--- src/rtl/pwm_pkg.sv ---
// Shared definitions for the switch-driven PWM generator: duty/switch widths,
// the switch-to-duty scale shift and the duty-ramp FSM state type.
package pwm_pkg;

  localparam int DUTY_W         = 8;
  localparam int SW_W           = 4;
  localparam int SW_SCALE_SHIFT = 4;

  typedef enum logic [1:0] {
    IDLE      = 2'd0,
    RAMP_UP   = 2'd1,
    RAMP_DOWN = 2'd2
  } ramp_state_e;

endpackage

--- src/rtl/sw_debounce.sv ---
// Two-flop synchroniser followed by a candidate/counter debouncer. A new
// switch value is accepted only after DEBOUNCE_CYCLES consecutive identical
// synchronised samples; shorter glitches never reach sw_stable_o.
module sw_debounce #(
  parameter int W               = 4,
  parameter int DEBOUNCE_CYCLES = 16
) (
  input  logic         clk,
  input  logic         rst,
  input  logic [W-1:0] sw_i,
  output logic [W-1:0] sw_stable_o
);

  localparam int             CNT_W   = (DEBOUNCE_CYCLES > 2) ? $clog2(DEBOUNCE_CYCLES) : 1;
  localparam logic [CNT_W-1:0] CNT_MAX = CNT_W'(DEBOUNCE_CYCLES - 1);

  logic [W-1:0]     meta_q, sync_q;
  logic [W-1:0]     cand_q, cand_d;
  logic [CNT_W-1:0] cnt_q, cnt_d;
  logic [W-1:0]     stable_q, stable_d;

  // Restart the count on any change; commit once the count reaches its top.
  always_comb begin
    cand_d   = cand_q;
    cnt_d    = cnt_q;
    stable_d = stable_q;
    if (sync_q != cand_q) begin
      cand_d = sync_q;
      cnt_d  = '0;
    end else begin
      if (cnt_q != CNT_MAX) cnt_d = cnt_q + CNT_W'(1);
      if (cnt_d == CNT_MAX) stable_d = cand_q;
    end
  end

  // Synchroniser chain and debounce state registers.
  always_ff @(posedge clk) begin
    if (rst) begin
      meta_q   <= '0;
      sync_q   <= '0;
      cand_q   <= '0;
      cnt_q    <= '0;
      stable_q <= '0;
    end else begin
      meta_q   <= sw_i;
      sync_q   <= meta_q;
      cand_q   <= cand_d;
      cnt_q    <= cnt_d;
      stable_q <= stable_d;
    end
  end

  assign sw_stable_o = stable_q;

endmodule

--- src/rtl/pwm_duty_ramp.sv ---
// Converts the debounced switch bank into the PWM duty value. Duty moves
// toward target = sw_stable * 16 only on PWM period wraps.
// Build option: define PWM_DUTY_RAMP_EN to slew by RAMP_STEP per wrap;
// without it the duty jumps straight to the target on the next wrap.
module pwm_duty_ramp
  import pwm_pkg::*;
#(
  parameter int DEBOUNCE_CYCLES = 16,
  parameter int RAMP_STEP       = 1
) (
  input  logic              clk,
  input  logic              rst,
  input  logic [SW_W-1:0]   sw,
  input  logic              period_wrap,
  output logic [DUTY_W-1:0] duty,
  output logic              duty_update,
  output logic              busy
);

  if (DEBOUNCE_CYCLES < 2) begin : g_bad_debounce
    $error("pwm_duty_ramp: DEBOUNCE_CYCLES must be >= 2");
  end
  if (RAMP_STEP < 1 || RAMP_STEP > 240) begin : g_bad_step
    $error("pwm_duty_ramp: RAMP_STEP must be in 1..240");
  end

  logic [SW_W-1:0]   sw_stable;
  logic [DUTY_W-1:0] target;
  ramp_state_e       state_q, state_d;
  logic [DUTY_W-1:0] duty_q, duty_d;
  logic              duty_update_q;

  sw_debounce #(
    .W               (SW_W),
    .DEBOUNCE_CYCLES (DEBOUNCE_CYCLES)
  ) u_sw_debounce (
    .clk         (clk),
    .rst         (rst),
    .sw_i        (sw),
    .sw_stable_o (sw_stable)
  );

  // Target is the registered switch value scaled up; top value is 240.
  assign target = {sw_stable, {SW_SCALE_SHIFT{1'b0}}};

`ifdef PWM_DUTY_RAMP_EN
  localparam logic [DUTY_W:0]   STEP_W = (DUTY_W + 1)'(RAMP_STEP);
  localparam logic [DUTY_W-1:0] STEP_N = DUTY_W'(RAMP_STEP);

  // 9-bit distances so no comparison can wrap around.
  logic [DUTY_W:0] dist_up, dist_dn;
  assign dist_up = {1'b0, target} - {1'b0, duty_q};
  assign dist_dn = {1'b0, duty_q} - {1'b0, target};
`endif

  // Direction is re-evaluated every cycle; duty only moves on a wrap.
  always_comb begin
    state_d = state_q;
    duty_d  = duty_q;
    case (state_q)
      IDLE: begin
        if (target > duty_q)      state_d = RAMP_UP;
        else if (target < duty_q) state_d = RAMP_DOWN;
      end
      default: begin
        if (target == duty_q) begin
          state_d = IDLE;
`ifdef PWM_DUTY_RAMP_EN
        end else if (target > duty_q && state_q != RAMP_UP) begin
          state_d = RAMP_UP;
        end else if (target < duty_q && state_q != RAMP_DOWN) begin
          state_d = RAMP_DOWN;
        end else if (period_wrap) begin
          if (state_q == RAMP_UP) begin
            if (dist_up <= STEP_W) begin
              duty_d  = target;
              state_d = IDLE;
            end else begin
              duty_d = duty_q + STEP_N;
            end
          end else begin
            if (dist_dn <= STEP_W) begin
              duty_d  = target;
              state_d = IDLE;
            end else begin
              duty_d = duty_q - STEP_N;
            end
          end
        end
`else
        end else if (period_wrap) begin
          duty_d  = target;
          state_d = IDLE;
        end
`endif
      end
    endcase
  end

  // State, duty register and a one-cycle pulse whenever duty actually moves.
  always_ff @(posedge clk) begin
    if (rst) begin
      state_q       <= IDLE;
      duty_q        <= '0;
      duty_update_q <= 1'b0;
    end else begin
      state_q       <= state_d;
      duty_q        <= duty_d;
      duty_update_q <= (duty_d != duty_q);
    end
  end

  assign duty        = duty_q;
  assign duty_update = duty_update_q;
  assign busy        = (state_q != IDLE);

endmodule

--- config.mk ---
export PLATFORM = sky130hd
export DESIGN_NAME = pwm_duty_ramp
export DESIGN_NICKNAME = d
export VERILOG_FILES = /design/src/rtl/pwm_pkg.sv /design/src/rtl/sw_debounce.sv /design/src/rtl/pwm_duty_ramp.sv
export SDC_FILE = /design/constraint.sdc
export NUM_CORES = 1
export LEC_CHECK = 0
export CORE_ASPECT_RATIO = 1.1
export CORE_MARGIN = 4
export CORE_UTILIZATION = 45
export DETAILED_ROUTE_END_ITERATION = 6
export MAX_ROUTING_LAYER = met4
export PLACE_DENSITY = 0.67
export SLEW_MARGIN = 15
export SYNTH_ARGS = -nofsm -noshare
export SYNTH_HDL_FRONTEND = slang
export SYNTH_SLANG_ARGS = --single-unit
export TNS_END_PERCENT = 50
--- constraint.sdc ---
create_clock -name clk -period 2.1 [get_ports clk]
set_input_delay 0.315 -clock clk [delete_from_list [all_inputs] [get_ports clk]]
set_output_delay 0.315 -clock clk [all_outputs]
set_load 0.02 [all_outputs]
==> flow_summary.ini, run 1 <==
[clocking]
clk_pin_slew_ns = 0.09
cts_tree = yes
clkLatencyLatePin_ns = 0.32
cts_buffers = 5
cts_hold_buffers = 0
clock-sinks = 31
clk_path_buf_depth = 2
post_cts_buffers = 0
ctsResizeCount = 0
htreeDepth = 2
root_buffer = clkbuf_4

[placed_design]
hpwlAfterDp_um = 1580
port_buffers = 16
finalWeightedCongestion = 0.732

[setup_path]
slowest_delay_ns = 0.55
critical_path_class = flip-flop to output pin
path_delay_family = buffers and inverters
cpMaxStageDelayCell = clkdlybuf4s50_1
endpoint_kind = output pin
crit_required_ns = 1.78
startpoint_type = flip-flop
worstPathArrival_ns = 1.53
cp_num_buf_inv = 1
crit_chain = or2_2, clkdlybuf4s50_1
cp_max_fo = 4

[global_routing]
grt_first_pass_wirelength_um = 3780
antenna_found_initial = 0
grt_max_degree = 21
grt_util_all_layers_pct = 13.7
grt-ovfl-total = 0
grt_pass1_vias = 896

[drt]
wl_per_cell_um = 11.8
num_vias = 885
ant_nets = 0
drt_iter0_drc = 21
firstDrtPassIters = 3
via_per_inst = 4.92
wl_um = 2120
drc_errors = 0

[synth]
synthDistinctLibCells = 29
synth_fp_nets = 136
seq_area_frac_synth_pct = 47.9
synth_warnings = 0
syn_area_um2 = 1290
synth_edf_count = 0
synth_largest_area_cell = dfxtp_1
ys_ff_latch = 31
synthTopCellsByArea = dfxtp_1 48%, mux2i_1 7.7%, xnor2_1 6.1%, nor2b_1 5.8%, ha_1 4.8%
postSynthCellCount = 124
async_reset_ff_share_pct = 0
yosys-top-cells-count = 31 x dfxtp_1, 12 x nor2b_1, 10 x mux2i_1, 10 x nand2b_1, 9 x xnor2_1
yosysMostFrequentCell = dfxtp_1
synth_top_area_share_pct = 47.9
ys.flop_type = dfxtp_1
syn_area_per_cell_um2 = 10.4

[pwr]
p_leak_nw = 0.560
total_power_w = 0.000989
power.density_nw_per_um2 = 638
ir_drop_mv = 0.467

[floorplanning]
die_w_um = 59.2
num_rows = 20
die_y_um = 64.3
io_pins = 17
core-area_um2 = 2750
start_util_pct = 47.0
dieArea_um2 = 3800

[final_layout]
fin_util_pct = 56.3
layout-drive-gt1-share_pct = 9.52
fin_nets = 158
diodes = 0
fillers = 248
syn2layout_area_growth_pct = 19.7

[timing]
slew_viol_final = 0
fin_setup_tns_ns = 0
tightest_slew_ns = 0.484
fin_crit_ns = 1.85
whs_ns = 0.446
final_hold_viol_count = 0
slew_headroom_pct = 67.5
setup_violations = 0
fmax_ghz = 0.541
fin_crit_sh_pct = 88.1
finalClockSkew_ns = 0.00401
rsz0062_at_grt = no

[run_status]
status = complete, no violations

[run]
cap_violations = 0

[hold_path]
min_path_type = flip-flop to flip-flop
area by class of cell:
cell class | count | area [µm²] | share of cell area [%]
clock buffer | 7 | 45.0 | 2.91
clock inverter | 1 | 5.00 | 0.323
inverter | 5 | 18.8 | 1.21
multi-input combinational | 85 | 644 | 41.6
sequential | 31 | 621 | 40.0
tap | 33 | 41.3 | 2.66
timing repair buffer | 18 | 175 | 11.3
logic make-up after synthesis:
family | Yosys count | share of synthesized area, %
simple gates | 46 | 21.9
flops | 31 | 47.9
compound gates | 15 | 9.18
mux | 10 | 7.73
xor+xnor | 9 | 6.09
buf+inv | 8 | 2.32
fa+ha+maj | 5 | 4.83
layer usage:
layer | vias up | GRT usage [%] | routed length [µm]
met2 | 16 | 22.4 | 990
met5 | - | - | 0
met4 | 0 | 6.80 | 44
met1 | 401 | 14.7 | 987
li1 | 461 | - | -
met3 | 7 | 4.24 | 92
final timing paths:
kind / slack, ns / to / cells past startpoint / start
max reg2reg: 0.41 / state_q[1] / 6 / duty[5]
max: 0.25 / busy / 2 / state_q[0]
min reg2reg: 0.45 / u_sw_debounce.sync_q[1] / 1 / u_sw_debounce.meta_q[1]
min: 0.45 / u_sw_debounce.sync_q[1] / 1 / u_sw_debounce.meta_q[1]
registers in the layout (all words and copies together), names as in the netlist:
| name | count |
|---|---|
| u_sw_debounce.meta_q | 4 |
| duty_update | 1 |
| u_sw_debounce.sw_stable_o | 4 |
| u_sw_debounce.cand_q | 4 |
| duty | 8 |
| u_sw_debounce.sync_q | 4 |
| u_sw_debounce.cnt_q | 4 |
| state_q | 2 |
cells in the final DEF, fill, tap and decap left out:
cell,instances
a211o_1,1
a211oi_1,1
a211oi_4,1
a21boi_0,1
a21o_1,3
a21oi_1,2
a21oi_2,1
a41o_1,1
and2_1,4
and3_1,1
and4_1,2
buf_4,2
clkbuf_1,2
clkbuf_4,5
clkdlybuf4s50_1,16
clkinv_2,1
dfxtp_1,31
ha_1,5
inv_1,5
mux2i_1,10
nand2b_1,10
nand3_1,2
nand3b_1,1
nand4_1,1
nand4bb_1,1
nor2_1,8
nor2b_1,12
nor3b_1,1
nor4_2,1
o21ai_0,3
o21ai_2,1
or2_2,2
xnor2_1,9
worst register-to-register path: cells and delay by family, from the launching register on:
kind / cells / cell delay, ns
adders and majority gates: 1 / 0.30
buffers and inverters: 1 / 0.06
AOI/OAI and AO/OA: 4 / 0.86
DFF: 1 / 0.39
metrics by stage:
| step | setup slack [ns] | instances | area, µm² |
|---|---|---|---|
| 6_report | 0.251 | 180 | 1550 |
| 5_1_grt | 0.202 | 180 | 1550 |
| 4_1_cts | 0.230 | 180 | 1550 |
| 3_5_place_dp | 0.415 | 172 | 1500 |
| 3_3_place_gp | 0.437 | 172 | 1500 |
| 2_1_floorplan | 0.388 | 124 | 1290 |
report_power, final:
group,internal [W],switching (W)
registers,0.000600,0.00000814
clock network,0.000130,0.000193
logic,0.0000326,0.0000245
No activity file was read; power rests on OpenSTA's default activity.
==> run 2, diff against run 1 <==
Settings changed: CORE_UTILIZATION 45 to 40, CTS_CLUSTER_SIZE from default to 28, PLACE_DENSITY 0.67 to 0.61.
==> flow_summary.ini, run 2 (synthesis results as in run 1) <==
[run_status]
status = complete, no violations

[final_layout]
final_area_um2 = 1550
fin_nets = 157
diodes = 0
layout-drive-gt1-share_pct = 9.66
final_cells = 179
fillers = 296
syn2layout_area_growth_pct = 19.7
final_common_cell = dfxtp_1
largest_reg_flops = 8
final_cell_mix = 31 x dfxtp_1, 16 x clkdlybuf4s50_1, 12 x nor2b_1

[setup_path]
r2r-end = duty[4]
crit_chain = or2_2, clkdlybuf4s50_1
cpMaxStageDelayCell = clkdlybuf4s50_1
cp_max_fo = 4
r2r-start = duty[5]
critical_path_class = flip-flop to output pin
crit_required_ns = 1.78
startpoint_type = flip-flop
rrSetupSlack_ns = 0.33
r2r.worst_path.cells = 6
worstPathArrival_ns = 1.54
endpoint_kind = output pin
slowest_delay_ns = 0.55

[pwr]
ir_drop_mv = 0.354
internal_power_w = 0.000786
switchingPower_w = 0.000219
p_leak_nw = 0.560
clkPwrFrac_pct = 34.0
power_frac_seq_pct = 60.5
power_switching_share_pct = 21.8
power.density_nw_per_um2 = 648
pwr-share-comb_pct = 5.5
total_power_w = 0.00100

[timing]
slew_viol_final = 0
fmax_ghz = 0.541
fin_crit_sh_pct = 88.1
final.setup.worst_slack_ns = 0.250
final_hold_viol_count = 0
slew_headroom_pct = 66.0
finalClockSkew_ns = 0.00588
rsz0062_at_grt = no
fin_crit_ns = 1.85
fin_setup_tns_ns = 0
setup_violations = 0
tightest_slew_ns = 0.508

[placed_design]
placed_cells = 172
finalWeightedCongestion = 0.755
pre_cts_ws_ns = 0.345
port_buffers = 16
hpwlAfterDp_um = 1570
dpl_cell_area_um2 = 1490

[drt]
drt_iter0_drc = 30
wl_um = 2120
wl_per_cell_um = 11.8
ant_nets = 0
num_vias = 886
firstDrtPassIters = 4
drc_errors = 0
via_per_inst = 4.95

[clocking]
htreeDepth = 2
clock-sinks = 31
clk_path_buf_depth = 2
clk_pin_slew_ns = 0.09
clkLatencyLatePin_ns = 0.33
post_cts_buffers = 0
ctsResizeCount = 0
cts_buffers = 5
cts_hold_buffers = 0
cts_tree = yes
root_buffer = clkbuf_4

[global_routing]
grt-ovfl-total = 0
grt_first_pass_wirelength_um = 3940
grt_max_degree = 18
antenna_found_initial = 0
grt_util_all_layers_pct = 12.5
grt_pass1_vias = 889

[run]
cap_violations = 0

[floorplanning]
start_util_pct = 42.1
io_pins = 17
dieArea_um2 = 4210
die_w_um = 62.3
core-area_um2 = 3070
num_rows = 21
die_y_um = 67.7

[hold_path]
hold_end = u_sw_debounce.sync_q[1]
min_path_type = flip-flop to flip-flop
hold_depth = 1
worstHoldStart = u_sw_debounce.meta_q[1]
-- run 2: how the worst max path moves through the flow --
stage	start	depth (start not counted)	end	slack, ns
6_report	state_q[0]	2	busy	0.25
5_1_grt	state_q[0]	2	busy	0.18
4_1_cts	state_q[0]	2	busy	0.23
3_5_place_dp	duty[5]	6	duty[4]	0.34
3_3_place_gp	duty[5]	6	duty[6]	0.41
2_1_floorplan	duty[5]	6	state_q[0]	0.39
-- run 2: layout make-up --
| type | instances | area [µm²] | area share, % |
|---|---|---|---|
| multi-input cells | 85 | 644 | 41.6 |
| flip-flops and latches | 31 | 621 | 40.0 |
| repair buffers | 17 | 168 | 10.8 |
| clock buffers | 6 | 51.3 | 3.31 |
| well taps | 34 | 42.5 | 2.74 |
| inverters | 5 | 18.8 | 1.21 |
| clock inverters | 1 | 5.00 | 0.323 |
-- run 2: power by group through the flow --
stage	combinational (W)	clock, W	sequential (W)
floorplan	0.0000375	0	0.000620
global placement	0.0000541	0	0.000621
detailed placement	0.0000556	0	0.000623
CTS	0.0000558	0.000362	0.000609
global route	0.0000630	0.000388	0.000611
finish	0.0000553	0.000341	0.000608
-- run 2: layer usage --
metal  vias up  GRT usage [%]  part of all wire (%)
met5         -              -                     0
met4         0           7.16                   2.7
met3         5           5.66                   4.6
met2        17           18.8                    45
met1       404           13.7                    47
li1        460              -                     -
-- run 2: per-stage QoR --
stage | util (%) | hold slack, ns
global route | 50.4 | 0.457
detailed placement | 48.6 | 0.429
finish | 50.4 | 0.445
floorplan | - | 0.414
CTS | 50.4 | 0.451
global placement | 48.6 | 0.417
-- run 2: critical path, delay by kind of cell (launching register included) --
kind | cells | cell delay, ns
buffers and inverters | 1 | 0.55
AND/OR/NAND/NOR | 1 | 0.34
flip-flops | 1 | 0.33
==> run 3, diff against run 2 <==
Settings changed: SLEW_MARGIN 15 to default.
==> results of run 3 <==
No change in the layout: final DEF, timing and power equal those of run 2.
